--- src/rtl/wishbone_to_axi4lite_pkg.sv ---
// rtl/wishbone_to_axi4lite_pkg.sv - shared AXI4-Lite response codes and bridge state encoding
//
// Purpose: response codes and FSM state type for the Wishbone-to-AXI4-Lite bridge.
// Ports:   none (package).

package wishbone_to_axi4lite_pkg;

   localparam logic [1:0] RESP_OKAY   = 2'b00;
   localparam logic [1:0] RESP_EXOKAY = 2'b01;
   localparam logic [1:0] RESP_SLVERR = 2'b10;
   localparam logic [1:0] RESP_DECERR = 2'b11;

   typedef enum logic [2:0] {
      ST_IDLE  = 3'd0,
      ST_WR    = 3'd1,
      ST_WRESP = 3'd2,
      ST_RD    = 3'd3,
      ST_RDATA = 3'd4,
      ST_DONE  = 3'd5
   } state_e;

   // SLVERR/DECERR complete with wb_err, OKAY/EXOKAY with wb_ack.
   function automatic logic resp_is_err(input logic [1:0] resp);
      logic err;
      case (resp)
         RESP_OKAY, RESP_EXOKAY:   err = 1'b0;
         RESP_SLVERR, RESP_DECERR: err = 1'b1;
         default:                  err = 1'b1;
      endcase
      return err;
   endfunction

endpackage

--- src/rtl/wishbone_to_axi4lite.sv ---
// rtl/wishbone_to_axi4lite.sv - Wishbone classic slave to AXI4-Lite master bridge
//
// Purpose: turns single Wishbone reads/writes into AXI4-Lite transactions, one
//          outstanding at a time; the AXI response maps onto wb_ack_o / wb_err_o.
// Ports:   clk_i, rst_i (sync, active-high)
//          wb_*     Wishbone classic slave side; wb_dat_o holds the last read data
//          axi_aw*, axi_w*, axi_b*   AXI4-Lite write channels (master)
//          axi_ar*, axi_r*           AXI4-Lite read channels (master)
//          All outputs are registered.

module wishbone_to_axi4lite
   import wishbone_to_axi4lite_pkg::*;
#(
   parameter int ADDR_WIDTH = 32,
   parameter int DATA_WIDTH = 32
) (
   input  logic                    clk_i,
   input  logic                    rst_i,
   input  logic                    wb_cyc_i,
   input  logic                    wb_stb_i,
   input  logic [ADDR_WIDTH-1:0]   wb_adr_i,
   input  logic                    wb_we_i,
   input  logic [DATA_WIDTH/8-1:0] wb_sel_i,
   input  logic [DATA_WIDTH-1:0]   wb_dat_i,
   output logic [DATA_WIDTH-1:0]   wb_dat_o,
   output logic                    wb_ack_o,
   output logic                    wb_err_o,
   output logic [ADDR_WIDTH-1:0]   axi_awaddr_o,
   output logic                    axi_awvalid_o,
   input  logic                    axi_awready_i,
   output logic [DATA_WIDTH-1:0]   axi_wdata_o,
   output logic [DATA_WIDTH/8-1:0] axi_wstrb_o,
   output logic                    axi_wvalid_o,
   input  logic                    axi_wready_i,
   input  logic [1:0]              axi_bresp_i,
   input  logic                    axi_bvalid_i,
   output logic                    axi_bready_o,
   output logic [ADDR_WIDTH-1:0]   axi_araddr_o,
   output logic                    axi_arvalid_o,
   input  logic                    axi_arready_i,
   input  logic [DATA_WIDTH-1:0]   axi_rdata_i,
   input  logic [1:0]              axi_rresp_i,
   input  logic                    axi_rvalid_i,
   output logic                    axi_rready_o
);

   state_e                  state_q, state_d;
   logic [ADDR_WIDTH-1:0]   addr_q, addr_d;
   logic [DATA_WIDTH-1:0]   wdata_q, wdata_d;
   logic [DATA_WIDTH/8-1:0] wstrb_q, wstrb_d;
   logic [DATA_WIDTH-1:0]   rdata_q, rdata_d;
   logic awvalid_q, awvalid_d, wvalid_q, wvalid_d, bready_q, bready_d;
   logic arvalid_q, arvalid_d, rready_q, rready_d;
   logic aw_done_q, aw_done_d, w_done_q, w_done_d;
   logic aborted_q, aborted_d;
   logic ack_q, ack_d, err_q, err_d;
   logic aw_hs, w_hs, notify;

   assign aw_hs = awvalid_q & axi_awready_i;
   assign w_hs  = wvalid_q & axi_wready_i;
   // Completion is reported only if the master held cyc for the whole transaction.
   assign notify = wb_cyc_i & ~aborted_q;

   always_comb begin
      state_d   = state_q;
      addr_d    = addr_q;
      wdata_d   = wdata_q;
      wstrb_d   = wstrb_q;
      rdata_d   = rdata_q;
      awvalid_d = awvalid_q;
      wvalid_d  = wvalid_q;
      bready_d  = bready_q;
      arvalid_d = arvalid_q;
      rready_d  = rready_q;
      aw_done_d = aw_done_q;
      w_done_d  = w_done_q;
      aborted_d = aborted_q | ((state_q != ST_IDLE) & ~wb_cyc_i);
      ack_d     = 1'b0;
      err_d     = 1'b0;

      case (state_q)
         ST_IDLE: begin
            aborted_d = 1'b0;
            if (wb_cyc_i && wb_stb_i) begin
               addr_d  = wb_adr_i;
               wdata_d = wb_dat_i;
               wstrb_d = wb_sel_i;
               if (wb_we_i) begin
                  state_d   = ST_WR;
                  awvalid_d = 1'b1;
                  wvalid_d  = 1'b1;
                  aw_done_d = 1'b0;
                  w_done_d  = 1'b0;
               end else begin
                  state_d   = ST_RD;
                  arvalid_d = 1'b1;
               end
            end
         end
         ST_WR: begin
            if (aw_hs) begin
               awvalid_d = 1'b0;
               aw_done_d = 1'b1;
            end
            if (w_hs) begin
               wvalid_d = 1'b0;
               w_done_d = 1'b1;
            end
            if ((aw_done_q | aw_hs) && (w_done_q | w_hs)) begin
               state_d  = ST_WRESP;
               bready_d = 1'b1;
            end
         end
         ST_WRESP: begin
            if (axi_bvalid_i) begin
               bready_d = 1'b0;
               state_d  = ST_DONE;
               ack_d    = notify & ~resp_is_err(axi_bresp_i);
               err_d    = notify &  resp_is_err(axi_bresp_i);
            end
         end
         ST_RD: begin
            if (axi_arready_i) begin
               arvalid_d = 1'b0;
               rready_d  = 1'b1;
               state_d   = ST_RDATA;
            end
         end
         ST_RDATA: begin
            if (axi_rvalid_i) begin
               rready_d = 1'b0;
               rdata_d  = axi_rdata_i;
               state_d  = ST_DONE;
               ack_d    = notify & ~resp_is_err(axi_rresp_i);
               err_d    = notify &  resp_is_err(axi_rresp_i);
            end
         end
         ST_DONE: state_d = ST_IDLE;
         default: state_d = ST_IDLE;
      endcase
   end

   always_ff @(posedge clk_i) begin
      if (rst_i) begin
         state_q   <= ST_IDLE;
         addr_q    <= '0;
         wdata_q   <= '0;
         wstrb_q   <= '0;
         rdata_q   <= '0;
         awvalid_q <= 1'b0;
         wvalid_q  <= 1'b0;
         bready_q  <= 1'b0;
         arvalid_q <= 1'b0;
         rready_q  <= 1'b0;
         aw_done_q <= 1'b0;
         w_done_q  <= 1'b0;
         aborted_q <= 1'b0;
         ack_q     <= 1'b0;
         err_q     <= 1'b0;
      end else begin
         state_q   <= state_d;
         addr_q    <= addr_d;
         wdata_q   <= wdata_d;
         wstrb_q   <= wstrb_d;
         rdata_q   <= rdata_d;
         awvalid_q <= awvalid_d;
         wvalid_q  <= wvalid_d;
         bready_q  <= bready_d;
         arvalid_q <= arvalid_d;
         rready_q  <= rready_d;
         aw_done_q <= aw_done_d;
         w_done_q  <= w_done_d;
         aborted_q <= aborted_d;
         ack_q     <= ack_d;
         err_q     <= err_d;
      end
   end

   assign wb_dat_o      = rdata_q;
   assign wb_ack_o      = ack_q;
   assign wb_err_o      = err_q;
   assign axi_awaddr_o  = addr_q;
   assign axi_araddr_o  = addr_q;
   assign axi_wdata_o   = wdata_q;
   assign axi_wstrb_o   = wstrb_q;
   assign axi_awvalid_o = awvalid_q;
   assign axi_wvalid_o  = wvalid_q;
   assign axi_bready_o  = bready_q;
   assign axi_arvalid_o = arvalid_q;
   assign axi_rready_o  = rready_q;

endmodule

--- config.mk ---
export PLATFORM = sky130hd
export DESIGN_NAME = wishbone_to_axi4lite
export DESIGN_NICKNAME = d
export VERILOG_FILES = /design/src/rtl/wishbone_to_axi4lite_pkg.sv /design/src/rtl/wishbone_to_axi4lite.sv
export SDC_FILE = /design/constraint.sdc
export NUM_CORES = 1
export LEC_CHECK = 0
export CAP_MARGIN = 25
export CORE_MARGIN = 8
export CORE_UTILIZATION = 41
export DETAILED_ROUTE_END_ITERATION = 16
export PLACE_DENSITY = 0.86
export SKIP_LAST_GASP = 1
export SYNTH_ARGS = -nofsm -noshare
export SYNTH_HDL_FRONTEND = slang
export SYNTH_SLANG_ARGS = --single-unit
--- constraint.sdc ---
create_clock -name clk_i -period 2.1 [get_ports clk_i]
set_input_delay 0.315 -clock clk_i [delete_from_list [all_inputs] [get_ports clk_i]]
set_output_delay 0.315 -clock clk_i [all_outputs]
set_load 0.05 [all_outputs]
### Yosys cells after proc, flatten, opt, wreduce, memory -nomap -nowiden

Cells that the tools add are included.

* eq/ne operators: 19
* bitwise operators: 15
* reductions and logical operators: 23
* muxes and demuxes: 41

Operator list (count)
* $mux 1: 23
* $pmux 1 s2: 11
* $ne 2x2->1 const B: 9
* $mux 3: 5
* $pmux 3 s5: 1
* $reduce_and 4->1: 3
* $reduce_or 2->1: 5
* $and 1x1->1: 8
* $eq 2x2->1 const B: 4
* $reduce_bool 2->1: 4
* $eq 3x2->1 const B: 2
* $reduce_and 3->1: 2
* $reduce_and 5->1: 1
* $eq 2x1->1 const B: 2
* $logic_not 2->1: 2
* $not 1->1: 4
* $reduce_and 2->1: 2
* $eq 3x1->1 const B: 1
* $eq 3x3->1 const B: 1
* $logic_not 3->1: 1
* $or 1x1->1: 3
* $reduce_bool 3->1: 1
* $logic_and 1x1->1: 2
* $mux 2: 1

* register bits: 113
* input bits: 114
* word-level logic and storage cells: 113
* output and inout bits: 139

### Longest topological paths before layout

Gate-level depths: netlist (run 1).

* depth after elaboration: 9
* mapped depth: 7

### Least setup slack after synthesis (run 1)

No wires, ideal clock.

* path type: flip-flop to flip-flop
* start point: reg awvalid_q, in the netlist axi_awvalid_o
* end point: reg state_q[0]
* path buffers: 0
* library setup time: 0.116 ns
* data required time: 1.984 ns
* clock period less this slack: 1.460 ns
* arrival time: 1.344 ns
* cell stages (with the launch flop): 5
* slack: 0.640 ns
* cell sequence: dfxtp_1 a21oi_1 o21ai_0 a21oi_1 a41o_1

* longest elaborated chain between the ends: 5

RTL lines
* start, declared: RTL line wishbone_to_axi4lite.sv:52 `logic awvalid_q, awvalid_d, wvalid_q, wvalid_d, bready_q, bready_d;`
* start signal, assigned: RTL line wishbone_to_axi4lite.sv:166 `awvalid_q <= awvalid_d;`
* $and 1x1->1: RTL line wishbone_to_axi4lite.sv:59 `assign aw_hs = awvalid_q & axi_awready_i;`
* $or 1x1->1: RTL line wishbone_to_axi4lite.sv:109 `if ((aw_done_q | aw_hs) && (w_done_q | w_hs)) begin`
* $logic_and 1x1->1: RTL line wishbone_to_axi4lite.sv:109
* $ne 2x2->1 (no source line)
* $reduce_and 5->1 (no source line)
* end signal, assigned: RTL line wishbone_to_axi4lite.sv:161 `state_q <= state_d;`
* end, declared: RTL line wishbone_to_axi4lite.sv:47 `state_e state_q, state_d;`

Every way passes these cells.
A chain may end at the register's enable or synchronous reset.

### Worst setup path in the final report (run 1)

* start point: reg wdata_q[5], in the netlist axi_wdata_o[5]
* end point: out axi_wdata_o[5]

RTL lines
* start, declared: RTL line wishbone_to_axi4lite.sv:49 `logic [DATA_WIDTH-1:0] wdata_q, wdata_d;`
* start signal, assigned: RTL line wishbone_to_axi4lite.sv:163 `wdata_q <= wdata_d;`
* end, declared: RTL line wishbone_to_axi4lite.sv:31 `output logic [DATA_WIDTH-1:0] axi_wdata_o,`

No word-level cell between the ends.

==> impl_results.md, run 1 <==
- Routed len/inst: between 15 and 20 um
- Mapped Area: ~4300 um2
- Initial Util: 0.419
- Post-synthesis sequential element count: around 110
- Post-layout util: 0.699
- Layout Skew: ~0.006 ns
- Reg-to-Reg Start: state_q[1]
- Fraction of registers with async set/reset: 0
- FMAX: roughly 0.49 GHz
- Post-route cell area: between 7000 and 8000 um2
- Commonest cells post-synth: nand2_1 (207), dfxtp_1 (113), a21oi_1 (107)
- Final Hold Vio Count: 0
- Diode count: 0
- Pre-Repair DR Iteration Count: 4
- Largest family of logic cells by synthesized area: simple AND/OR/NAND/NOR gates
- DRT Wirelength: 14800 um
- Clock Path Buffers: 2
- FF/Latch Area: ~2300 um2
- Height of the die: between 100 and 150 um
- Clock slew at reported path FFs: 0.05 ns
- Largest net degree at the start of global routing: 64
- Drt initial violations: about 230
- Rel. slew slack: 0.621
- Post-synthesis mux area share: 0.00465
- Post-CTS Setup Bufs: 0
- Slowest cell on the critical path: clkdlybuf4s50_1
- Worst-path fanout max: 2
- Hpwl dp: between 10000 and 15000 um
- Clock Latency Late Sink: 0.50 ns
- Number of port buffers: 250
- Slowest stage delay, CP: between 0.8 and 0.9 ns
- Synth Area in Compound Gates: 0.151
- Final period utilization: 0.963
- Synth unique cells: 34
- Final count of pins violating max slew: 0
- Simple logic cell fraction of the synthesized area: 0.216
- Antenna viol nets, final: 0
- PwrDens: roughly 1100 nW/um2
- Root Driver: clkbuf_8
- Post-synth EDFFs: 0
- Ports: roughly 250
- Crit path launch type: register
- Syn Area/Cell: roughly 7.9 um2
- CTS tree: yes
- Buf/Inv on CP: 1
- P_leak: between 2 and 3 nW
- Die area: approximately 14000 um2
- Crit path kind: reg2out
- Vias in the first global route: 4447
- PnR Total Power: approximately 0.0078 W
- Synth Area in Adders: 0
- Drt drc: 0
- Gr usage total: 0.205
- Max Cap Violations: 0
- Max H-tree Level: 4
- Area grow syn2layout: 66.7%
- TritonCTS Buffers: 17
- Min cycle time layout: 2.02 ns
- Core ar.: ~10000 um2
- Post-synth top area cell: dfxtp_1
- DR vias/cell: approximately 5
- DIE WIDTH: 119 um
- Hold Startpoint: rst_i
- Min-delay worst type: in2reg
- Inst Count DP: ~870
- Fillers: around 800
- Nets@finish: 865
- Ratio of cells with drive above 1 in the final layout: 0.0498
- Sequential cell area fraction in the yosys report: 0.525
- Hold-fix buffer count after cts: 0
- Initial antenna violation count: 0
- Delay-heaviest family, CP: buffers and inverters
- Grt ovf: 0
- Crit. Startpoint: axi_wdata_o[5]
- Setup_tns: 0 ns
- Critical path cell sequence: clkdlybuf4s50_1
- Final setup violation count: 0
- Max IR drop VDD: 0.480 mV
- CP required: ~1.8 ns
- Most frequent cell after synthesis: nand2_1
- Multi-input gate area: ~1600 um2
- Post-CTS Resized: 0
- Ranking of synthesized cells by area: dfxtp_1 (53%), nand2_1 (18%), a21oi_1 (12%)
- Global-route wire length before repair: 23200 um
- Sinks on the clock net: between 100 and 150
- XOR/XNOR share of the synthesized area: 0.00203
- Finished Layout Cells: roughly 900
- Worst Path Arrival: ~1.7 ns
- Status: complete, no violations
- Vias: approximately 4400
- Core Rows: 37
- Synth warn: 0
- Syn Inst Count: roughly 540
- Synth Flop Type: dfxtp_1
- Worst setup EP type: output port
- Yosys top cell area share: 0.525
- Tightest Pin Transition: approximately 0.57 ns
- GPL Wtd Cong: 0.795
- Syn nets: approximately 660
- Placed Area: 6650 um2
## cells in the final DEF (no fill, tap or decap), types with 3 or more instances in the layout
cell / count
a21oi_1: 107
inv_1: 4
clkinv_2: 6
clkbuf_1: 5
clkbuf_8: 3
clkbuf_16: 16
nand2_1: 207
clkdlybuf4s50_1: 245
dfxtp_1: 113
dlymetal6s2s_1: 4
nor2_1: 9
buf_12: 3
nor3_1: 3
buf_4: 5
## power breakdown
| part | total [W] | leakage (nW) | switching, W | internal (W) |
|---|---|---|---|---|
| sequential | 0.00259 | 0.917 | 0.000202 | 0.00239 |
| clock | 0.00249 | 0.262 | 0.000883 | 0.00161 |
| combinational | 0.00268 | 1.44 | 0.00173 | 0.000950 |
| total | 0.00776 | 2.62 | 0.00282 | 0.00495 |
## kinds of logic after synthesis
family / count (synthesis)
xor gates and xnor gates: 1
buffers and inverters: 73
muxes: 2
and+or+nand+nor: 233
DFF: 113
AOI/OAI and AO/OA: 122
## path summary, 6_finish.rpt
path / end / slack, ns / depth (start not counted)
worst min-delay path: aw_done_q / 0.18 / 2
worst max register to register: axi_wdata_o[25] / 0.33 / 5
worst max-delay path: axi_wdata_o[5] / 0.08 / 1
worst min register to register: wb_dat_o[10] / 0.45 / 2
## state kept, by name, summed over array words and instances (netlist names)
| signal | flops |
|---|---|
| aborted_q | 1 |
| wb_err_o | 1 |
| axi_wstrb_o | 4 |
| axi_wvalid_o | 1 |
| axi_arvalid_o | 1 |
| wb_dat_o | 32 |
| w_done_q | 1 |
| axi_rready_o | 1 |
| wb_ack_o | 1 |
| axi_awvalid_o | 1 |
| aw_done_q | 1 |
| axi_wdata_o | 32 |
| axi_araddr_o | 32 |
| axi_bready_o | 1 |
| state_q | 3 |
## layer usage
metal,routed length [um],part of all wire,track usage
met1,5460,0.37,0.201
met2,7860,0.53,0.383
met3,1070,0.073,0.0719
met4,358,0.024,0.0909
met5,0,0,0
## metrics by stage
step / worst slack (ns) / hold WS, ns
2_1_floorplan: 0.640 / 0.431
3_3_place_gp: 0.313 / 0.441
3_5_place_dp: 0.231 / 0.447
4_1_cts: 0.0159 / 0.178
5_1_grt: -0.000337 / 0.180
6_report: 0.0768 / 0.180
## cell type report
class                           instances  area share
Clock buffer                           24      0.0641
Clock inverter                          7     0.00836
Inverter                                4     0.00209
Multi-Input combinational cell        358       0.225
Sequential cell                       113       0.315
Tap cell                              136      0.0237
Timing Repair Buffer                  257       0.362
(Power assumes the default switching activity.)
==> inputs of run 2 (changes only) <==
PLACE_DENSITY = not set   (was 0.86)
PLACE_DENSITY_LB_ADDON = 0.05   (was not set)
==> run 2 against run 1 <==
Worst setup slack got worse by 0.0011 ns; register-to-register slack improved by 0.04 ns; cell count unchanged; count of clock-buffer cells in the layout shrank 2; critical endpoint is now axi_awaddr_o[21]; largest power group is now the clock network.
==> impl_results.md, run 2 (same netlist as run 1, synthesis figures left out) <==
- Status: complete, no violations (unchanged)
- Vias: 4266 (was 4385)
- Final Worst Setup Slack: 0.0757 ns (was 0.0768 ns)
- Commonest non-fill, non-tap cell in the layout: clkdlybuf4s50_1 (unchanged)
- Post-route cell area: 7280 um2 (was 7180 um2)
- GPL Wtd Cong: 0.793 (was 0.795)
- Clock Latency Late Sink: 0.50 ns (about the same)
- Ports: 253 (unchanged)
- CP required: 1.78 ns (about the same)
- RSZ-0062 raised after global routing: false
- Final period utilization: 0.964 (was 0.963)
- Grt ovf: 0 (unchanged)
- Final setup violation count: 0 (unchanged)
- Root Driver: clkbuf_8 (unchanged)
- Initial antenna violation count: 1 (was 0)
- Min cycle time layout: 2.02 ns (about the same)
- Height of the die: 119 um (unchanged)
- Sinks on the clock net: 113 (unchanged)
- Max Cap Violations: 0 (unchanged)
- CTS tree: yes (unchanged)
- P_leak: 2.60 nW (was 2.62 nW)
- Critical path cell sequence: clkdlybuf4s50_1 (unchanged)
- Pint: 0.00532 W (was 0.00495 W)
- Logic pwr share: 0.326 (was 0.345)
- Rel. slew slack: 0.618 (was 0.621)
- Pre-Repair DR Iteration Count: 4 (unchanged)
- Nets@finish: 864 (was 865)
- Clock slew at reported path FFs: 0.05 ns (about the same)
- DR vias/cell: 4.75 (was 4.88)
- Core Rows: 37 (unchanged)
- FF/Latch Area: 2260 um2 (unchanged)
- DRT Wirelength: 14600 um (was 14800 um)
- Placed Area: 6670 um2 (was 6650 um2)
- Largest net degree at the start of global routing: 69 (was 64)
- Fillers: 841 (was 793)
- DIE WIDTH: 119 um (unchanged)
- Hpwl dp: 10700 um (was 11100 um)
- Vias in the first global route: 4295 (was 4447)
- Global-route wire length before repair: 22600 um (was 23200 um)
- Crit path kind: reg2out (unchanged)
- Worst Path Arrival: 1.71 ns (about the same)
- Core ar.: 10300 um2 (unchanged)
- Slowest cell on the critical path: clkdlybuf4s50_1 (unchanged)
- Clock Path Buffers: 2 (unchanged)
- Switching share of power: 0.350 (was 0.363)
- Max H-tree Level: 4 (unchanged)
- Sequential Power Share: 0.318 (was 0.334)
- Multi-input gate area: 1620 um2 (unchanged)
- Buf/Inv on CP: 1 (unchanged)
- FMAX: 0.494 GHz (about the same)
- Final count of pins violating max slew: 0 (unchanged)
- Post-place setup slack: 0.362 ns (was 0.231 ns)
- Most frequent cells in the layout: clkdlybuf4s50_1 (248), nand2_1 (207), dfxtp_1 (113), a21oi_1 (107), clkbuf_16 (16) (was clkdlybuf4s50_1 (245), nand2_1 (207), dfxtp_1 (113), a21oi_1 (107), clkbuf_16 (16))
- TritonCTS Buffers: 17 (unchanged)
- Slowest stage delay, CP: 0.83 ns (was 0.86 ns)
- Area grow syn2layout: 69.1% (was 66.7%)
- Die area: 14000 um2 (unchanged)
- Crit path launch type: register (unchanged)
- Routed len/inst: 16.2 um (was 16.4 um)
- Drt drc: 0 (unchanged)
- Ratio of cells with drive above 1 in the final layout: 0.0512 (was 0.0498)
- Clock power share: 0.357 (was 0.321)
- Layout Skew: 0.0111 ns (was 0.00602 ns)
- Post-layout util: 0.709 (was 0.699)
- Worst-path fanout max: 3 (was 2)
- Antenna viol nets, final: 0 (unchanged)
- Min-delay worst type: in2reg (unchanged)
- Delay-heaviest family, CP: buffers and inverters (unchanged)
- Tightest Pin Transition: 0.571 ns (was 0.566 ns)
- Number of port buffers: 250 (unchanged)
- Sw Pwr: 0.00287 W (was 0.00282 W)
- Drt initial violations: 236 (was 233)
- Setup_tns: 0 ns (unchanged)
- Worst setup EP type: output port (unchanged)
- Gr usage total: 0.200 (was 0.205)
- Hold-fix buffer count after cts: 0 (unchanged)
- Max IR drop VDD: 0.679 mV (was 0.480 mV)
- Initial Util: 0.419 (unchanged)
- PwrDens: 1120 nW/um2 (was 1080 nW/um2)
- Final Hold Vio Count: 0 (unchanged)
- Post-CTS Setup Bufs: 0 (unchanged)
run 2: cell count changes in the layout (fill, tap and decap cells not counted), sizes merged:
cell           before  now
buf                 8    7
clkinvlp            0    3
dlymetal6s2s        4    1
clkbuf             24   22
clkinv              6    2
diode               0    1
bufinv              1    4
clkdlybuf4s50     245  248
run 2: power groups by stage:
stage               Combinational, W  Clock (W)  Sequential, W
finish                       0.00267    0.00292        0.00260
global route                 0.00282    0.00306        0.00264
CTS                          0.00269    0.00296        0.00260
global placement             0.00264          0        0.00262
detailed placement           0.00267          0        0.00264
floorplan                    0.00115          0        0.00330
run 2: path summary, 6_finish.rpt:
check / startpoint / end / slack, ns / cells after the start
setup / recovery: axi_araddr_o[21] / axi_awaddr_o[21] / 0.08 / 1
hold / removal: rst_i / aw_done_q / 0.23 / 2
setup reg to reg: state_q[0] / state_q[0] / 0.37 / 3
hold reg to reg: wb_dat_o[23] / wb_dat_o[23] / 0.45 / 2
run 2: layout make-up:
cell class	instances	area share
timing repair buffer	256	0.358
sequential	113	0.311
multi-input combinational	358	0.222
clock buffer	22	0.0622
tap	136	0.0234
clock inverter	9	0.0215
inverter	4	0.00206
antenna	1	0.000344
run 2: metal layers:
metal / GRT usage / vias up / wire length [um]
li1: - / 2149 / -
met1: 0.200 / 1964 / 5550
met2: 0.373 / 143 / 7790
met3: 0.0752 / 10 / 1080
met4: 0.0664 / 0 / 151
met5: 0 / - / 0
run 2: stage by stage:
stage / hold WS (ns) / power (W) / instances
after floorplan: 0.431 / 0.00445 / 544
after global placement: 0.441 / 0.00526 / 867
after detailed placement: 0.446 / 0.00531 / 867
after CTS: 0.219 / 0.00825 / 898
after global routing: 0.242 / 0.00853 / 899
final: 0.232 / 0.00819 / 899
run 2: what timing repair did:
item,CTS,global route
setup endpoints to repair,0,1
resized for setup,0,1
endpoints found under the hold margin,0,0
